### src/rtl/dmem_scheduler.sv
// dmem_scheduler: launches all matrix cores together, round-robin arbitrates their
// requests onto one single-port data memory and collects end_process into done.
module dmem_scheduler #(
    parameter int NUM_CORES = 4,
    parameter int ADDR_W    = 8,
    parameter int DATA_W    = 16
) (
    input  logic                        clock,
    input  logic                        reset,
    input  logic                        start,
    input  logic [NUM_CORES-1:0]        core_req,
    input  logic [NUM_CORES-1:0]        core_we,
    input  logic [NUM_CORES*ADDR_W-1:0] core_addr,
    input  logic [NUM_CORES*DATA_W-1:0] core_din,
    input  logic [NUM_CORES-1:0]        core_end,
    output logic [2*NUM_CORES-1:0]      core_status,
    output logic [DATA_W-1:0]           core_dout,
    output logic                        mem_we,
    output logic [ADDR_W-1:0]           mem_addr,
    output logic [DATA_W-1:0]           mem_din,
    input  logic [DATA_W-1:0]           mem_dout,
    output logic                        done,
    output logic [15:0]                 run_cycles
);

    localparam int GW = (NUM_CORES > 1) ? $clog2(NUM_CORES) : 1;

    typedef enum logic [1:0] {
        S_IDLE,
        S_RUN,
        S_DONE
    } state_t;

    localparam logic [1:0] ST_IDLE   = 2'b00;
    localparam logic [1:0] ST_RUN    = 2'b01;
    localparam logic [1:0] ST_STALL  = 2'b10;
    localparam logic [1:0] ST_FINISH = 2'b11;

    state_t               state;
    state_t               state_next;
    logic [GW-1:0]        last_grant;
    logic [GW-1:0]        grant_idx;
    logic                 grant_valid;
    logic [NUM_CORES-1:0] end_seen;
    logic [NUM_CORES-1:0] eligible;

    assign eligible  = core_req & ~end_seen;
    assign core_dout = mem_dout;
    assign done      = (state == S_DONE);

    // Completion counts end_process pulses arriving this cycle, not only the sticky ones.
    always_comb begin
        state_next = state;
        case (state)
            S_IDLE:  if (start) state_next = S_RUN;
            S_RUN:   if (&(end_seen | core_end)) state_next = S_DONE;
            S_DONE:  state_next = S_IDLE;
            default: state_next = S_IDLE;
        endcase
    end

    always_ff @(posedge clock) begin
        if (reset) begin
            state      <= S_IDLE;
            last_grant <= GW'(NUM_CORES - 1);
            end_seen   <= '0;
            run_cycles <= '0;
        end else begin
            state <= state_next;
            if (grant_valid) last_grant <= grant_idx;
            case (state)
                S_IDLE: begin
                    if (start) begin
                        end_seen   <= '0;
                        run_cycles <= '0;
                    end
                end
                S_RUN: begin
                    end_seen <= end_seen | core_end;
                    if (run_cycles != 16'hFFFF) run_cycles <= run_cycles + 16'd1;
                end
                default: ;
            endcase
        end
    end

    // Search upward from the core after the last winner, wrapping modulo NUM_CORES.
    always_comb begin
        int idx;
        grant_valid = 1'b0;
        grant_idx   = '0;
        idx         = 0;
        if (state == S_RUN) begin
            for (int k = 1; k <= NUM_CORES; k++) begin
                idx = (int'(last_grant) + k) % NUM_CORES;
                if (!grant_valid && eligible[idx]) begin
                    grant_valid = 1'b1;
                    grant_idx   = GW'(idx);
                end
            end
        end
    end

    always_comb begin
        mem_we   = 1'b0;
        mem_addr = '0;
        mem_din  = '0;
        for (int i = 0; i < NUM_CORES; i++) begin
            if (grant_valid && grant_idx == GW'(i)) begin
                mem_we   = core_we[i];
                mem_addr = core_addr[i*ADDR_W +: ADDR_W];
                mem_din  = core_din[i*DATA_W +: DATA_W];
            end
        end
    end

    // Losing eligible requesters are frozen with STALL and retried next cycle.
    always_comb begin
        core_status = '0;
        for (int i = 0; i < NUM_CORES; i++) begin
            case (state)
                S_RUN: begin
                    if (end_seen[i])
                        core_status[2*i +: 2] = ST_FINISH;
                    else if (eligible[i] && !(grant_valid && grant_idx == GW'(i)))
                        core_status[2*i +: 2] = ST_STALL;
                    else
                        core_status[2*i +: 2] = ST_RUN;
                end
                S_DONE:  core_status[2*i +: 2] = ST_FINISH;
                default: core_status[2*i +: 2] = ST_IDLE;
            endcase
        end
    end

endmodule

### config.mk
export PLATFORM = sky130hd
export DESIGN_NAME = dmem_scheduler
export DESIGN_NICKNAME = d
export VERILOG_FILES = /design/src/rtl/dmem_scheduler.sv
export SDC_FILE = /design/constraint.sdc
export NUM_CORES = 1
export LEC_CHECK = 0
export ABC_AREA = 1
export CORE_MARGIN = 2
export CORE_UTILIZATION = 25
export DETAILED_ROUTE_END_ITERATION = 10
export PLACE_DENSITY = 0.63
export SETUP_SLACK_MARGIN = 0.02
export SLEW_MARGIN = 20
export SYNTH_ARGS = -nofsm -noshare
export SYNTH_HDL_FRONTEND = slang
export SYNTH_SLANG_ARGS = --single-unit
### constraint.sdc
create_clock -name clock -period 3.03 [get_ports clock]
set_clock_uncertainty 0.05 [all_clocks]
set_input_delay 0.303 -clock clock [delete_from_list [all_inputs] [get_ports clock]]
set_output_delay 0.303 -clock clock [all_outputs]
set_load 0.01 [all_outputs]
==> impl.org <==
** GRT
- Leftover overflow at the end of global routing :: 0
- GR Util All Layers :: 0.174
- The first global-routing pass estimated 16500 um of wire.
- Maximum number of pins on one net before global-route repair :: 33
- The initial antenna violation count came to 0.
- Via count of the first global-routing pass :: 3337

** Power
- Ratio of total power to cell area :: 520 nW/um^2
- Peak VDD IR :: 262 uV
- For this design the static power due to leakage is 1.88 nW.

** Timing
- At the pin with the least slew margin, the transition time is 0.467 ns.
- Number of hold violations in the final report :: 0
- Clock period minus worst slack :: 2.81 ns
- Setup violations remaining at the end of the flow were counted as 0.
- Setup total negative slack on the finished layout was measured at 0 ns.
- RSZ-0062 raised after global routing :: yes
- In the finished design, the share of the clock period the worst path needs comes to 0.928.
- The max-slew violation count came to 0.
- Highest clock frequency the design can meet :: 355 MHz
- Measured against its own limit, the worst slew margin works out to 0.686.

** Detailed routing
- The detailed router finished its first iteration with 229 violations.
- After detailed routing, the total wire length is 10800 um.
- After detailed routing, the number of remaining DRC violations is 0.
- After detailed routing, the average wire length per cell comes to 15.1 um.
- Vias per cell :: 4.93
- TritonRoute pass-1 iters :: 4
- Across all layers, the routed design uses 3531 vias.
- Number of nets with antenna violations after routing :: 0

** Setup path
- First element of the critical path :: core_req[0]
- Endpoint arrival time on the critical path :: 2.46 ns
- The worst setup path is of the in2out kind.
- STA classifies the critical path endpoint as an output port.
- Nature of the critical path startpoint :: input pin
- The worst register-to-register path begins at state[1].
- Of all nets on the critical path, the largest fanout is 11.
- For the worst setup path, the data required time is 2.68 ns.
- In this run the critical register-to-register path is captured at run_cycles[3].
- The worst register-to-register path has a setup slack of 0.61 ns.
- Measured in cells, the most critical reg-to-reg path has a length of 11.

** Placement
- Port buffering added 160 buffers.
- Post-placement cell area :: 4430 sq um
- The congestion estimate from routability-driven global placement came to 0.864.
- Summed over all nets, the half-perimeter wirelength after detailed placement is 8370 um.
- The number of placed instances, taps included, is 703.

** Logic synthesis
- Summed instance area of the synthesized netlist :: 2690 sq um
- Counting flops with a built-in enable in the synthesized netlist gives 0.
- Leading cell types by total area after synthesis :: sky130_fd_sc_hd__nand3_1 (18%), sky130_fd_sc_hd__dfxtp_1 (18%), sky130_fd_sc_hd__nand3_2 (10%)
- Register bit total from synthesis :: 24
- Commonest cells in the synthesized netlist :: sky130_fd_sc_hd__nand3_1 (99), sky130_fd_sc_hd__nand2_1 (70), sky130_fd_sc_hd__inv_1 (32)
- The netlist uses 34 different library cells.
- Of the synthesized area, sequential elements account for 0.178.
- In the synthesized netlist the dominant register cell turns out to be sky130_fd_sc_hd__dfxtp_1.
- Share of Yosys cell area claimed by the top area cell type :: 0.184
- The most common cell in the synthesized netlist is sky130_fd_sc_hd__nand3_1.
- Synthesis handed over a netlist of 426 instances.
- The number of nets in the synthesized netlist is 557.
- Synthesis warning total :: 0
- Of all flip-flops after synthesis, the portion carrying an async set or reset was 0.
- Dividing the synthesized area by the synthesized cell count gives 6.32 sq um.
- Biggest area consumer among synthesized cells :: sky130_fd_sc_hd__nand3_1

** Floorplan
- From left edge to right edge, the die measures 108 um.
- The die covers 11600 sq um.
- Effective utilization at floorplan :: 0.260
- Top Ports :: 193
- Standard-cell rows :: 37
- The core region is 10400 sq um.
- Die Y :: 108 um

** Clock network
- TritonCTS built the clock tree.
- Maximum count of clock buffers along a single path :: 2
- Number of hold buffers added after CTS :: 0
- Buffers inserted during clock tree synthesis total 3.
- Clock tree synthesis selected as its root buffer the cell sky130_fd_sc_hd__clkbuf_8.
- Clock-pin slew was measured on the worst setup and hold paths at 0.08 ns.
- Source-to-sink clock delay at the later pin of the worst-skew pair :: 0.27 ns
- Max H-tree Level :: 1
- The clock net in this run drives a total of 24 sinks.

** Final layout
- For this run, the post-layout net count is 712.
- Once layout is complete, the cells apart from fillers number 716.
- Total area of multi-input combinational cells :: 1790 sq um
- In the final layout, flip-flops and latches occupy 482 sq um.
- Final design instance area without fill :: 4540 sq um
- The repair_antennas step left the layout with diodes totalling 0.
- Area added between synthesis and finish :: 68.5%
- Measured on the finished design, the core utilization comes to 0.438.
- Fill cell instance count of the final layout :: 1052
- Ratio of cells with drive above 1 in the final layout :: 0.171

** Run status
- Outcome :: finished clean

** Flow run
- Max Cap Violations :: 0

** Worst hold path
- The worst hold path begins at end_seen[3].
- The worst hold path passes through 2 cells.
- Hold Crit Class :: reg2reg
- The path with the worst hold slack has its endpoint at end_seen[3].
==> cells in the final DEF, fill, tap and decap left out, types with 2 or more instances in the layout <==
cell type                         count
sky130_fd_sc_hd__a21oi_1             27
sky130_fd_sc_hd__xor2_1               2
sky130_fd_sc_hd__nor2_4               2
sky130_fd_sc_hd__buf_12               6
sky130_fd_sc_hd__nand3_2             27
sky130_fd_sc_hd__nand2_1             69
sky130_fd_sc_hd__bufbuf_16            2
sky130_fd_sc_hd__nand3_1             99
sky130_fd_sc_hd__o21ai_0              5
sky130_fd_sc_hd__clkdlybuf4s50_1    124
sky130_fd_sc_hd__clkbuf_8             3
sky130_fd_sc_hd__clkbuf_2            16
sky130_fd_sc_hd__inv_2                6
sky130_fd_sc_hd__dlygate4sd2_1       15
sky130_fd_sc_hd__nand2_2              6
sky130_fd_sc_hd__ha_1                 4
sky130_fd_sc_hd__buf_4               20
sky130_fd_sc_hd__inv_1               32
sky130_fd_sc_hd__nand4_1             30
sky130_fd_sc_hd__dlymetal6s2s_1       5
sky130_fd_sc_hd__o21ai_1              5
sky130_fd_sc_hd__dfxtp_1             23
sky130_fd_sc_hd__nor2_1              23
sky130_fd_sc_hd__a211oi_1             4
sky130_fd_sc_hd__nor3_1               7
sky130_fd_sc_hd__nor2_2               3
sky130_fd_sc_hd__nor4_1               3
==> metal layers <==
metal | vias to the layer above | part of all wire | track usage | wire length [um]
li1 | 1770 | - | - | -
met2 | 132 | 0.49 | 0.310 | 5250
met1 | 1619 | 0.43 | 0.221 | 4640
met4 | 0 | 0.011 | 0.0339 | 121
met3 | 10 | 0.073 | 0.0248 | 787
met5 | - | 0 | 0 | 0
==> power breakdown <==
group          switching (mW)  leakage, nW  internal (mW)  total [mW]
Clock                   0.104       0.0357          0.176       0.280
Sequential             0.0188        0.194          0.333       0.352
Combinational           0.974         1.65          0.754        1.73
==> cell families after synthesis <==
group,share of synthesized area
adders and majority gates,0.0186
and+or+nand+nor,0.552
AOI/OAI and AO/OA,0.0874
xor gates and xnor gates,0.00651
buffers and inverters,0.158
DFF,0.178
==> per-stage QoR <==
stage               setup WS, ns  total power, mW  hold slack, ns
CTS                       0.0253             2.38           0.452
finish                     0.217             2.36           0.449
global route              0.0104             2.54           0.475
floorplan                   1.04             1.32           0.407
global placement         -0.0104             2.08           0.420
detailed placement       -0.0660             2.10           0.435
==> worst max-delay path: stages <==
cell and delay [ns]:
sky130_fd_sc_hd__clkdlybuf4s50_1 0.52, sky130_fd_sc_hd__nand3_2 0.12, sky130_fd_sc_hd__nand2_1 0.12, sky130_fd_sc_hd__nand2_1 0.06
sky130_fd_sc_hd__a21oi_1 0.14, sky130_fd_sc_hd__nand2_1 0.08, sky130_fd_sc_hd__nand2_2 0.10, sky130_fd_sc_hd__nand2_8 0.07
sky130_fd_sc_hd__inv_6 0.13, sky130_fd_sc_hd__nor2_8 0.06, sky130_fd_sc_hd__buf_4 0.14, sky130_fd_sc_hd__buf_4 0.13
sky130_fd_sc_hd__nand3_1 0.06, sky130_fd_sc_hd__nand4_1 0.11, sky130_fd_sc_hd__dlygate4sd2_1 0.31
==> timing repair <==
| action | CTS | global route |
|---|---|---|
| hold endpoints to repair | 0 | 0 |
| gates cloned | 2 | 0 |
| pin swaps | 1 | 2 |
| setup buffers | 3 | 4 |
| setup endpoints to repair | 32 | 26 |
| gates resized for setup | 31 | 41 |
==> final cells by class <==
class,count,share of cell area
Inverter,40,0.0358
Tap cell,136,0.0375
Clock inverter,1,0.00662
Multi-Input combinational cell,323,0.395
Clock buffer,3,0.00910
Timing Repair Buffer,189,0.410
Sequential cell,24,0.106
==> sequential cells by signal, indices dropped and copies added, names as in the netlist <==
| signal | count |
|---|---|
| end_seen | 4 |
| last_grant | 2 |
| run_cycles | 16 |
| state | 2 |
==> how the worst max path moves through the flow <==
stage | end | slack, ns | cells past startpoint
final | mem_din[15] | 0.22 | 15
after floorplan | mem_din[10] | 1.04 | 15
after global placement | mem_din[13] | -0.01 | 14
after detailed placement | mem_addr[6] | -0.07 | 14
after CTS | core_status[5] | 0.03 | 17
after global routing | mem_din[9] | 0.01 | 17
(Power assumes the default switching activity.)
